**config.mk**
```make
export PLATFORM = sky130hd
export DESIGN_NAME = direction_queue_multi
export DESIGN_NICKNAME = d
export VERILOG_FILES = /design/src/rtl/direction_queue_multi.sv
export SDC_FILE = /design/constraint.sdc
export NUM_CORES = 1
export LEC_CHECK = 0
export ABC_AREA = 1
export ABC_CLOCK_PERIOD_IN_PS = 4500
export CORE_ASPECT_RATIO = 2
export CORE_MARGIN = 2
export CORE_UTILIZATION = 30
export DETAILED_ROUTE_END_ITERATION = 8
export GPL_ROUTABILITY_DRIVEN = 1
export PLACE_DENSITY = 0.47
export RECOVER_POWER = 50
export SETUP_SLACK_MARGIN = 0.05
export SLEW_MARGIN = 15
export SYNTH_ARGS = -nofsm -noshare
export SYNTH_HDL_FRONTEND = slang
export SYNTH_SLANG_ARGS = --single-unit
```
**constraint.sdc**
```tcl
create_clock -name clock -period 4.5 [get_ports clock]
set_clock_uncertainty 0.1 [all_clocks]
set_input_delay 0.9 -clock clock [delete_from_list [all_inputs] [get_ports clock]]
set_output_delay 0.9 -clock clock [all_outputs]
set_load 0.02 [all_outputs]
```
**src/rtl/direction_queue_multi.sv**
```systemverilog
// direction_queue_multi
// Per-player snake steering. Raw active-low keys are synchronised, optionally
// debounced, turned into single-press turn requests, validated against the
// last committed heading, buffered in a small FIFO and applied one per step.
// Optional feature: define DIR_DEBOUNCE_EN to keep the per-key debounce
// counters; without it the debounced state is the synchronised key value.
module direction_queue_multi #(
  parameter int NUM_PLAYERS     = 2,
  parameter int DEBOUNCE_CYCLES = 500000,
  parameter int QUEUE_DEPTH     = 4
) (
  input  logic                     clock,
  input  logic                     reset,
  input  logic [4*NUM_PLAYERS-1:0] keysHW,
  input  logic                     step,
  output logic [4*NUM_PLAYERS-1:0] direction,
  output logic [NUM_PLAYERS-1:0]   queueFull,
  output logic [NUM_PLAYERS-1:0]   dropped
);

  localparam int KEYS  = 4 * NUM_PLAYERS;
  localparam int PTR_W = $clog2(QUEUE_DEPTH);
  localparam int CW    = PTR_W + 1;

  if (QUEUE_DEPTH < 2 || (QUEUE_DEPTH & (QUEUE_DEPTH - 1)) != 0 || DEBOUNCE_CYCLES < 1) begin : g_bad_params
    $error("direction_queue_multi: QUEUE_DEPTH must be a power of 2 >= 2 and DEBOUNCE_CYCLES >= 1");
  end

  logic [KEYS-1:0] sync1, sync2;
  logic [KEYS-1:0] debounced;

  // Two-flop synchroniser; idle (released) level is 1
  always_ff @(posedge clock) begin
    // NOTE: sequential state uses non-blocking assignments so every flop samples pre-edge values.
    if (!reset) begin
      sync1 <= '1;
      sync2 <= '1;
    end else begin
      sync1 <= keysHW;
      sync2 <= sync1;
    end
  end

`ifdef DIR_DEBOUNCE_EN
  localparam int                CNT_W    = $clog2(DEBOUNCE_CYCLES + 1);
  localparam logic [CNT_W-1:0]  CNT_LAST = CNT_W'(DEBOUNCE_CYCLES - 1);

  logic [CNT_W-1:0] cnt [KEYS];

  // Per-key debounce: the state follows the synced key only after it has differed for DEBOUNCE_CYCLES cycles
  always_ff @(posedge clock) begin
    if (!reset) begin
      debounced <= '1;
      for (int i = 0; i < KEYS; i++) cnt[i] <= '0;
    end else begin
      for (int i = 0; i < KEYS; i++) begin
        if (sync2[i] == debounced[i]) begin
          cnt[i] <= '0;
        end else if (cnt[i] == CNT_LAST) begin
          debounced[i] <= sync2[i];
          cnt[i]       <= '0;
        end else begin
          cnt[i] <= cnt[i] + CNT_W'(1);
        end
      end
    end
  end
`else
  assign debounced = sync2;
`endif

  for (genvar p = 0; p < NUM_PLAYERS; p++) begin : g_player
    logic [3:0]       pressed, pressed_q;
    logic [3:0]       dir_q, tail, ref_dir, rev_ref;
    logic [3:0]       mem [QUEUE_DEPTH];
    logic [CW-1:0]    wr_ptr, rd_ptr, wr_ptr_nx, rd_ptr_nx, count_nx;
    logic [PTR_W-1:0] tail_idx;
    logic             fifo_empty, fifo_full, press_evt, accept, do_push, do_pop;
    logic             full_q, drop_q;

    // A press is a change of the held-key vector to exactly one key
    assign pressed   = ~debounced[4*p +: 4];
    assign press_evt = (pressed != pressed_q) && (pressed != 4'd0) &&
                       ((pressed & (pressed - 4'd1)) == 4'd0);

    assign fifo_empty = (wr_ptr == rd_ptr);
    assign fifo_full  = (wr_ptr[PTR_W] != rd_ptr[PTR_W]) &&
                        (wr_ptr[PTR_W-1:0] == rd_ptr[PTR_W-1:0]);

    // Validate against the newest queued turn, or the live heading when nothing is queued
    assign tail_idx = wr_ptr[PTR_W-1:0] - PTR_W'(1);
    assign tail     = mem[tail_idx];
    assign ref_dir  = fifo_empty ? dir_q : tail;
    assign rev_ref  = {ref_dir[2], ref_dir[3], ref_dir[0], ref_dir[1]};
    assign accept   = press_evt && (pressed != ref_dir) && (pressed != rev_ref);
    assign do_push  = accept && !fifo_full;
    assign do_pop   = step && !fifo_empty;

    // Next-state for the FIFO pointers
    always_comb begin
      // NOTE: every output of this block gets a default first, so no path can infer a latch.
      wr_ptr_nx = wr_ptr;
      rd_ptr_nx = rd_ptr;
      if (do_push) wr_ptr_nx = wr_ptr + CW'(1);
      if (do_pop)  rd_ptr_nx = rd_ptr + CW'(1);
    end

    assign count_nx = wr_ptr_nx - rd_ptr_nx;

    // Pointers, heading, edge-detect history and registered status flags
    always_ff @(posedge clock) begin
      if (!reset) begin
        wr_ptr    <= '0;
        rd_ptr    <= '0;
        dir_q     <= 4'd0;
        pressed_q <= 4'd0;
        full_q    <= 1'b0;
        drop_q    <= 1'b0;
      end else begin
        wr_ptr    <= wr_ptr_nx;
        rd_ptr    <= rd_ptr_nx;
        pressed_q <= pressed;
        full_q    <= (count_nx == CW'(QUEUE_DEPTH));
        drop_q    <= accept && fifo_full;
        if (do_pop) dir_q <= mem[rd_ptr[PTR_W-1:0]];
      end
    end

    // Turn storage written on accepted pushes
    always_ff @(posedge clock) begin
      // NOTE: storage has no reset; the pointers define which entries are live, so stale contents are never read.
      if (do_push) mem[wr_ptr[PTR_W-1:0]] <= pressed;
    end

    assign direction[4*p +: 4] = dir_q;
    assign queueFull[p]        = full_q;
    assign dropped[p]          = drop_q;
  end

endmodule

```
==> results of run 1 <==
## worst register-to-register path, delay by kind of cell (launching register included)
kind            cells  cell delay (ns)
simple gates       11             1.27
compound gates      3             0.42
fa+ha+maj           1             0.30
xor+xnor            1             0.20
buf+inv             3             0.60
flops               1             0.56
## metrics by stage
| step | worst slack (ns) | total power, uW | hold WS (ns) | instances | utilization |
|---|---|---|---|---|---|
| floorplan | 1.32 | 2420 | 0.293 | 593 | - |
| global placement | 0.977 | 2870 | 0.297 | 792 | 0.332 |
| detailed placement | 0.946 | 2880 | 0.297 | 792 | 0.332 |
| CTS | 0.934 | 3650 | 0.304 | 808 | 0.353 |
| global route | 0.678 | 3900 | 0.313 | 808 | 0.352 |
| finish | 0.957 | 3600 | 0.304 | 808 | 0.352 |
## cell usage after synthesis (2+ instances only)
cell type                  instances  area [sq um]
sky130_fd_sc_hd__a21oi_1          25           125
sky130_fd_sc_hd__a21oi_4           2          32.5
sky130_fd_sc_hd__a31oi_1           8          50.1
sky130_fd_sc_hd__buf_2             2          10.0
sky130_fd_sc_hd__buf_4             7          52.6
sky130_fd_sc_hd__buf_6             3          33.8
sky130_fd_sc_hd__clkbuf_1          9          33.8
sky130_fd_sc_hd__dfxtp_1          48           961
sky130_fd_sc_hd__edfxtp_1         32           961
sky130_fd_sc_hd__ha_1             14           175
sky130_fd_sc_hd__inv_1            76           285
sky130_fd_sc_hd__inv_2            11          41.3
sky130_fd_sc_hd__inv_4             3          18.8
sky130_fd_sc_hd__nand2_1         152           571
sky130_fd_sc_hd__nand2_2          15          93.8
sky130_fd_sc_hd__nand2_4           4          45.0
sky130_fd_sc_hd__nand3_1          65           325
sky130_fd_sc_hd__nand3_4           3          52.6
sky130_fd_sc_hd__nand4_1          11          68.8
sky130_fd_sc_hd__nor2_1           31           116
sky130_fd_sc_hd__nor2_2            4          25.0
sky130_fd_sc_hd__o21ai_0          27           135
sky130_fd_sc_hd__or2_2            16           100
sky130_fd_sc_hd__xnor2_1          10          87.6
sky130_fd_sc_hd__xor2_1            6          52.6
sky130_fd_sc_hd__xor2_2            3          48.8
## placed cells by master, fill, tap and decap left out, drive strengths merged, types with 8 or more instances in the layout
master	Yosys	final
a21oi	27	27
a31oi	8	8
clkbuf	9	10
clkdlybuf4s50	0	16
dfxtp	48	48
edfxtp	32	32
ha	14	14
inv	90	92
nand2	171	171
nand3	69	69
nand4	11	11
nor2	37	37
o21ai	27	27
or2	16	16
xnor2	10	10
xor2	9	9
## path summary, 6_finish.rpt
| check | startpoint | depth (start not counted) | endpoint |
|---|---|---|---|
| setup reg to reg | g_player[0].rd_ptr[0]$_SDFF_PN0_ | 19 | g_player[0].full_q$_SDFF_PN0_ |
| hold reg to reg | sync1[0]$_SDFF_PN1_ | 1 | debounced[0]$_SDFF_PN1_ |
| hold / removal | sync1[0]$_SDFF_PN1_ | 1 | debounced[0]$_SDFF_PN1_ |
| setup / recovery | g_player[0].rd_ptr[0]$_SDFF_PN0_ | 19 | g_player[0].full_q$_SDFF_PN0_ |
## logic make-up (layout without fill, tap and decap cells)
group	Yosys count	count (layout)	synth area share
AO/OA/AOI/OAI	63	63	0.0765
XOR/XNOR	19	19	0.0414
adder cells (fa/ha/maj)	14	14	0.0384
buffers and inverters	112	132	0.105
flip-flops	80	80	0.421
AND/OR/NAND/NOR	305	305	0.317
## state kept, by name (all words and copies together), names as in the netlist
name,cells
sync1,8
g_player.full_q,2
g_player.wr_ptr,6
g_player.drop_q,2
g_player.rd_ptr,6
g_player.dir_q,8
debounced,8
g_player.pressed_q,8
g_player.mem,32
## final cells by class
| class | count | area share |
|---|---|---|
| multi-input combinational | 401 | 0.413 |
| sequential | 80 | 0.369 |
| inverter | 90 | 0.0660 |
| timing repair buffer | 26 | 0.0473 |
| tap | 195 | 0.0468 |
| clock buffer | 9 | 0.0432 |
| clock inverter | 7 | 0.0151 |
## routing by layer
metal / GRT usage / vias to the layer above / share of wire / wire [um]
met5: 0 / - / 0 / 0
li1: - / 1910 / - / -
met3: 0.0266 / 42 / 0.021 / 255
met4: 0.0985 / 0 / 0.055 / 683
met2: 0.331 / 68 / 0.60 / 7350
met1: 0.132 / 1778 / 0.33 / 4060
## power breakdown
| part | total (uW) | internal (uW) | switching [uW] |
|---|---|---|---|
| Clock | 760 | 437 | 323 |
| Sequential | 988 | 860 | 128 |
| Combinational | 1850 | 623 | 1230 |
==> flow_summary.rst, run 1 <==
.. list-table::
   :header-rows: 1

   * - Metric
     - Value
   * - Category of the worst setup path capture point
     - flip-flop
   * - Clock latency of the later-clocked register in the worst-skew pair
     - 0.35 ns
   * - Number of global-route vias before repair
     - approximately 3800
   * - Slowest stage cell on the critical path
     - sky130_fd_sc_hd__dfxtp_1
   * - Post-CTS setup repair buffer count
     - 0
   * - Layout fillers
     - 1614
   * - Post-synthesis average cell area
     - 7.69 sq um
   * - Share of synthesized flip-flops with an asynchronous set or reset
     - 0
   * - Most frequent cell on the critical path
     - sky130_fd_sc_hd__nand2_1
   * - Netlist cell types
     - 32
   * - Post-synthesis sequential element count
     - 80
   * - Maximum single-stage delay on the critical path
     - 0.56 ns
   * - Number of standard-cell rows in the floorplan
     - between 60 and 70
   * - Root Buffer Master
     - sky130_fd_sc_hd__clkbuf_16
   * - Power density cells
     - 691 nW/um^2
   * - Worst max-slew margin expressed relative to the limit
     - 0.446
   * - Number of buffers inserted for hold repair after clock tree synthesis
     - 0
   * - Iter 0 DRT Violations
     - 135
   * - Final sum of negative setup slack
     - 0 ns
   * - Measured slew at the worst slew-check pin
     - 0.830 ns
   * - Final ANT Viol Nets
     - 0
   * - Time the worst path needs with I/O delays and setup
     - 3.54 ns
   * - Required time at the worst-slack endpoint
     - 4.64 ns
   * - Largest fanout on the critical path
     - 11
   * - Crit path buffers/inverters
     - 3
   * - CTS clk-pin slew, worst paths
     - roughly 0.07 ns
   * - Total standard cell area after synthesis
     - 4560 sq um
   * - Area of the placeable core
     - 14800 sq um
   * - Status
     - finished, final reports clean
   * - Worst reg2reg setup slack
     - 0.96 ns
   * - Net count of the mapped netlist
     - between 600 and 700
   * - Worst EP arrival
     - 3.68 ns
   * - Total I/O pin count
     - 23
   * - GR Overflow Total
     - 0
   * - Pins Over Slew Limit
     - 0
   * - Relative area change from synthesis to final layout
     - 14.3%
   * - Number of clock sinks
     - 80
   * - Share of layout cells above drive strength 1
     - 0.127
   * - Average via count per standard cell
     - 4.70
   * - X dimension of the die
     - just over 90 um
   * - Non-Filler Cell Area, Final
     - 5210 sq um
   * - Number of synthesis warnings
     - 0
   * - Path type of the worst min-delay path
     - reg2reg
   * - Starting Density
     - 0.308
   * - Maximum frequency from static timing analysis
     - 282 MHz
   * - Htree depth
     - 3
   * - Worst-case clock buffer depth
     - 2
   * - Antenna violations before repair
     - 0
   * - CTS tree
     - done
   * - Post-synthesis sequential area ratio
     - 0.421
   * - Cell breakdown of the critical path
     - clkinvlp_2 -> nand2_1 -> nand2_4 -> nand3_4 -> nand2_1 -> nand3_1 -> nand2_1 -> nand2_1 -> inv_2 -> a21oi_4 -> nand3_2 -> nand2_1 -> nand2_1 -> ha_1 -> a21oi_1 -> xor2_1 -> inv_1 -> nand3_1 -> a21oi_1
   * - Sequential cell area in the final layout
     - 1920 sq um
   * - Clock buffers created by TritonCTS
     - 9
   * - Class of the most critical setup path
     - reg2reg
   * - Maximum number of pins on one net before global-route repair
     - 32
   * - Placed wire-length estimate
     - 9.80 mm
   * - N_diodes
     - 0
   * - First-pass GRT wire length
     - 19.4 mm
   * - Worst ir drop on vdd
     - approximately 0.22 mV
   * - Final net count
     - ~630
   * - Leakage component of the power
     - 0.00240 uW
   * - Dominant register cell in the synthesized netlist
     - sky130_fd_sc_hd__dfxtp_1
   * - Footprint of the multi-input gates
     - 2150 sq um
   * - Final period utilization
     - 0.787
   * - Number of buffers inserted by port buffering
     - 22
   * - Drt first pass iters
     - 4
   * - Critical path's top delay family
     - simple AND/OR/NAND/NOR gates
   * - Setup violations, final
     - 0
   * - Count of flip-flops with a built-in enable after synthesis
     - 32
   * - Total number of vias
     - around 3800
   * - Fin. Hold Viols
     - 0
   * - Total GRT Usage
     - 0.159
   * - Syn Inst Count
     - 593
   * - RSZ-0062 raised after global routing
     - no
   * - Area of placed instances
     - 4920 sq um
   * - Final routed wire length divided by cell count
     - ~15 um
   * - Final weighted congestion in routability-driven placement
     - 0.894
   * - Die area
     - 16300 sq um
   * - Number of max-capacitance violations reported
     - 0
   * - Final routed DRC violation total
     - 0
   * - Critical path launch point type
     - flip-flop
   * - Post-Route WL
     - 12.4 mm
   * - PostCTS Resize Cnt
     - 0
   * - Die Height
     - roughly 180 um
(Power assumes the default switching activity.)
==> inputs of run 2 (changes only) <==
--- a/config.mk
+++ b/config.mk
@@ -6,13 +6,13 @@
 export NUM_CORES = 1
 export LEC_CHECK = 0
 export ABC_AREA = 1
-export ABC_CLOCK_PERIOD_IN_PS = 4500
+export ABC_CLOCK_PERIOD_IN_PS = 2900
 export CORE_ASPECT_RATIO = 2
 export CORE_MARGIN = 2
 export CORE_UTILIZATION = 30
 export DETAILED_ROUTE_END_ITERATION = 8
 export GPL_ROUTABILITY_DRIVEN = 1
-export PLACE_DENSITY = 0.47
+export PLACE_DENSITY = 0.48
 export RECOVER_POWER = 50
 export SETUP_SLACK_MARGIN = 0.05
 export SLEW_MARGIN = 15
==> constraint.sdc (replaced) <==
create_clock -name clock -period 2.9 [get_ports clock]
set_clock_uncertainty 0.1 [all_clocks]
set_input_delay 0.58 -clock clock [delete_from_list [all_inputs] [get_ports clock]]
set_output_delay 0.58 -clock clock [all_outputs]
set_load 0.02 [all_outputs]
==> flow_summary.rst, run 2 (synthesis gave the netlist of run 1 again) <==
.. list-table::
   :header-rows: 1

   * - Metric
     - Value
   * - Status
     - finished, final reports clean
   * - Critical path launch point type
     - flip-flop
   * - CTS tree
     - done
   * - Leakage component of the power
     - 0.00266 uW
   * - Total GRT Usage
     - 0.163
   * - Number of buffers inserted by port buffering
     - 22
   * - First-pass GRT wire length
     - 19.9 mm
   * - Final routed wire length divided by cell count
     - approximately 15 um
   * - Number of standard-cell rows in the floorplan
     - 63
   * - Final sum of negative setup slack
     - 0 ns
   * - Maximum frequency from static timing analysis
     - 348 MHz
   * - RSZ-0062 raised after global routing
     - yes
   * - Max reg flops
     - 32
   * - Worst Setup EP
     - g_player[0].full_q$_SDFF_PN0_
   * - Pins Over Slew Limit
     - 0
   * - Clock latency of the later-clocked register in the worst-skew pair
     - 0.35 ns
   * - Total design power
     - approximately 6500 uW
   * - Time the worst path needs with I/O delays and setup
     - 2.87 ns
   * - Drt first pass iters
     - 5
   * - Total placed cells including tap cells
     - 825
   * - CTS clk-pin slew, worst paths
     - approximately 0.07 ns
   * - Starting Density
     - 0.308
   * - GR Overflow Total
     - 0
   * - Root Buffer Master
     - sky130_fd_sc_hd__clkbuf_16
   * - Setup violations, final
     - 0
   * - Number of global-route vias before repair
     - 4041
   * - Fin. Hold Viols
     - 0
   * - Placed wire-length estimate
     - 9.86 mm
   * - Total number of vias
     - 4060
   * - Number of clock sinks
     - 80
   * - Worst-case clock buffer depth
     - 2
   * - Maximum number of pins on one net before global-route repair
     - 27
   * - Number of max-capacitance violations reported
     - 0
   * - Final period utilization
     - 0.991
   * - Worst EP arrival
     - 3.05 ns
   * - Final routed DRC violation total
     - 0
   * - Depth of the worst register-to-register path
     - 19
   * - Most frequent standard cell in the layout excluding fill and tap cells
     - sky130_fd_sc_hd__nand2_1
   * - Endpoint of the most critical register-to-register path
     - g_player[0].full_q$_SDFF_PN0_
   * - Class of the most critical setup path
     - reg2reg
   * - Post-Route WL
     - 12.7 mm
   * - Die area
     - 16300 sq um
   * - Post-Route Utilization
     - 0.393
   * - Die Height
     - 178 um
   * - Highest-count cells in the layout ignoring fill and taps
     - sky130_fd_sc_hd__nand2_1 (142), sky130_fd_sc_hd__inv_1 (72), sky130_fd_sc_hd__nand3_1 (59), sky130_fd_sc_hd__buf_4 (48), sky130_fd_sc_hd__dfxtp_1 (44)
   * - Worst ir drop on vdd
     - about 0.48 mV
   * - Worst max-slew margin expressed relative to the limit
     - 0.564
   * - Category of the worst setup path capture point
     - flip-flop
   * - Area of the placeable core
     - ~15000 sq um
   * - Iter 0 DRT Violations
     - 151
   * - Largest fanout on the critical path
     - 6
   * - Relative area change from synthesis to final layout
     - 27.8%
   * - Final net count
     - 688
   * - Path type of the worst min-delay path
     - reg2reg
   * - Final weighted congestion in routability-driven placement
     - 0.868
   * - Measured slew at the worst slew-check pin
     - roughly 0.65 ns
   * - Power density cells
     - 1110 nW/um^2
   * - Htree depth
     - 3
   * - N_diodes
     - 0
   * - X dimension of the die
     - 91.2 um
   * - Antenna violations before repair
     - 0
   * - Source of the worst register-to-register timing path
     - g_player[0].wr_ptr[0]$_SDFF_PN0_
   * - Share of layout cells above drive strength 1
     - 0.254
   * - Final ANT Viol Nets
     - 0
   * - Worst reg2reg setup slack
     - 0.03 ns
   * - Required time at the worst-slack endpoint
     - 3.08 ns
   * - Clock buffers created by TritonCTS
     - 9
   * - Number of buffers inserted for hold repair after clock tree synthesis
     - 0
   * - Startpoint of the worst setup timing path
     - g_player[0].wr_ptr[0]$_SDFF_PN0_
   * - Total I/O pin count
     - 23
   * - Final cell count without fillers
     - between 800 and 900
   * - Average via count per standard cell
     - 4.70
-- run 2: cell types whose count changed in the layout (fill, tap and decap cells not counted), sizes merged --
cell / previous run / this run
nand3: 69 / 70
clkinv: 3 / 1
dlygate4sd3: 6 / 1
clkdlybuf4s50: 16 / 21
clkinvlp: 1 / 0
inv: 92 / 95
clkbuf: 10 / 14
bufinv: 1 / 0
buf: 3 / 54
-- run 2: worst min-delay path by stage --
| stage | cells after the start | slack, ns | to | startpoint |
|---|---|---|---|---|
| after global placement | 1 | 0.30 | debounced[5]$_SDFF_PN1_ | sync1[5]$_SDFF_PN1_ |
| after global routing | 1 | 0.32 | debounced[3]$_SDFF_PN1_ | sync1[3]$_SDFF_PN1_ |
| final | 1 | 0.31 | debounced[3]$_SDFF_PN1_ | sync1[3]$_SDFF_PN1_ |
| after floorplan | 1 | 0.29 | debounced[0]$_SDFF_PN1_ | sync1[0]$_SDFF_PN1_ |
| after CTS | 1 | 0.31 | debounced[3]$_SDFF_PN1_ | sync1[3]$_SDFF_PN1_ |
| after detailed placement | 1 | 0.30 | debounced[3]$_SDFF_PN1_ | sync1[3]$_SDFF_PN1_ |
-- run 2: timing repair --
action                                  in CTS  in global routing
endpoints found under the setup margin       2                  9
setup buffers                                8                 13
gates resized for setup                     23                 28
pin swaps                                   21                 21
cloned                                       1                  0
-- run 2: layer usage --
metal | track usage | vias to the layer above | share of wire
li1 | - | 2033 | -
met1 | 0.137 | 1922 | 0.33
met2 | 0.333 | 64 | 0.59
met4 | 0.114 | 0 | 0.063
met5 | 0 | - | 0
met3 | 0.0253 | 41 | 0.017
-- run 2: cell type report --
cell class              instances  area, sq um
multi-input cells             402         2350
inverters                      90          355
repair buffers                 80          676
well taps                     195          244
fillers                      1574         8990
clock buffers                  10          229
clock inverters                 6         47.5
flip-flops and latches         80         1930
-- run 2: report_power, final --
group          switching, uW  internal (uW)
clock network            491            592
logic                   2280           1590
registers                156           1340
total                   2920           3530
-- run 2: worst max-delay path, stage by stage (launching register included) --
cell,delay [ns]
sky130_fd_sc_hd__dfxtp_4,0.37
sky130_fd_sc_hd__inv_4,0.05
sky130_fd_sc_hd__ha_4,0.32
sky130_fd_sc_hd__buf_6,0.14
sky130_fd_sc_hd__nand3_2,0.07
sky130_fd_sc_hd__nand2_2,0.10
sky130_fd_sc_hd__nand2_2,0.06
sky130_fd_sc_hd__nand3_2,0.05
sky130_fd_sc_hd__nand2_1,0.05
sky130_fd_sc_hd__nand2_1,0.07
sky130_fd_sc_hd__inv_2,0.05
sky130_fd_sc_hd__a21oi_4,0.21
sky130_fd_sc_hd__nand3_4,0.14
sky130_fd_sc_hd__nand2_2,0.11
sky130_fd_sc_hd__nand2_2,0.07
sky130_fd_sc_hd__ha_4,0.22
sky130_fd_sc_hd__a21oi_2,0.14
sky130_fd_sc_hd__xor2_1,0.21
sky130_fd_sc_hd__nand3_1,0.13
sky130_fd_sc_hd__a21oi_2,0.14
-- run 2: metrics by stage --
stage               hold slack, ns  worst slack (ns)  cell area [sq um]
floorplan                    0.293            0.0153               4620
global placement             0.296         -0.000757               5220
detailed placement           0.299           -0.0514               5220
CTS                          0.315            0.0310               5630
global route                 0.321            -0.142               5830
finish                       0.313            0.0255               5830
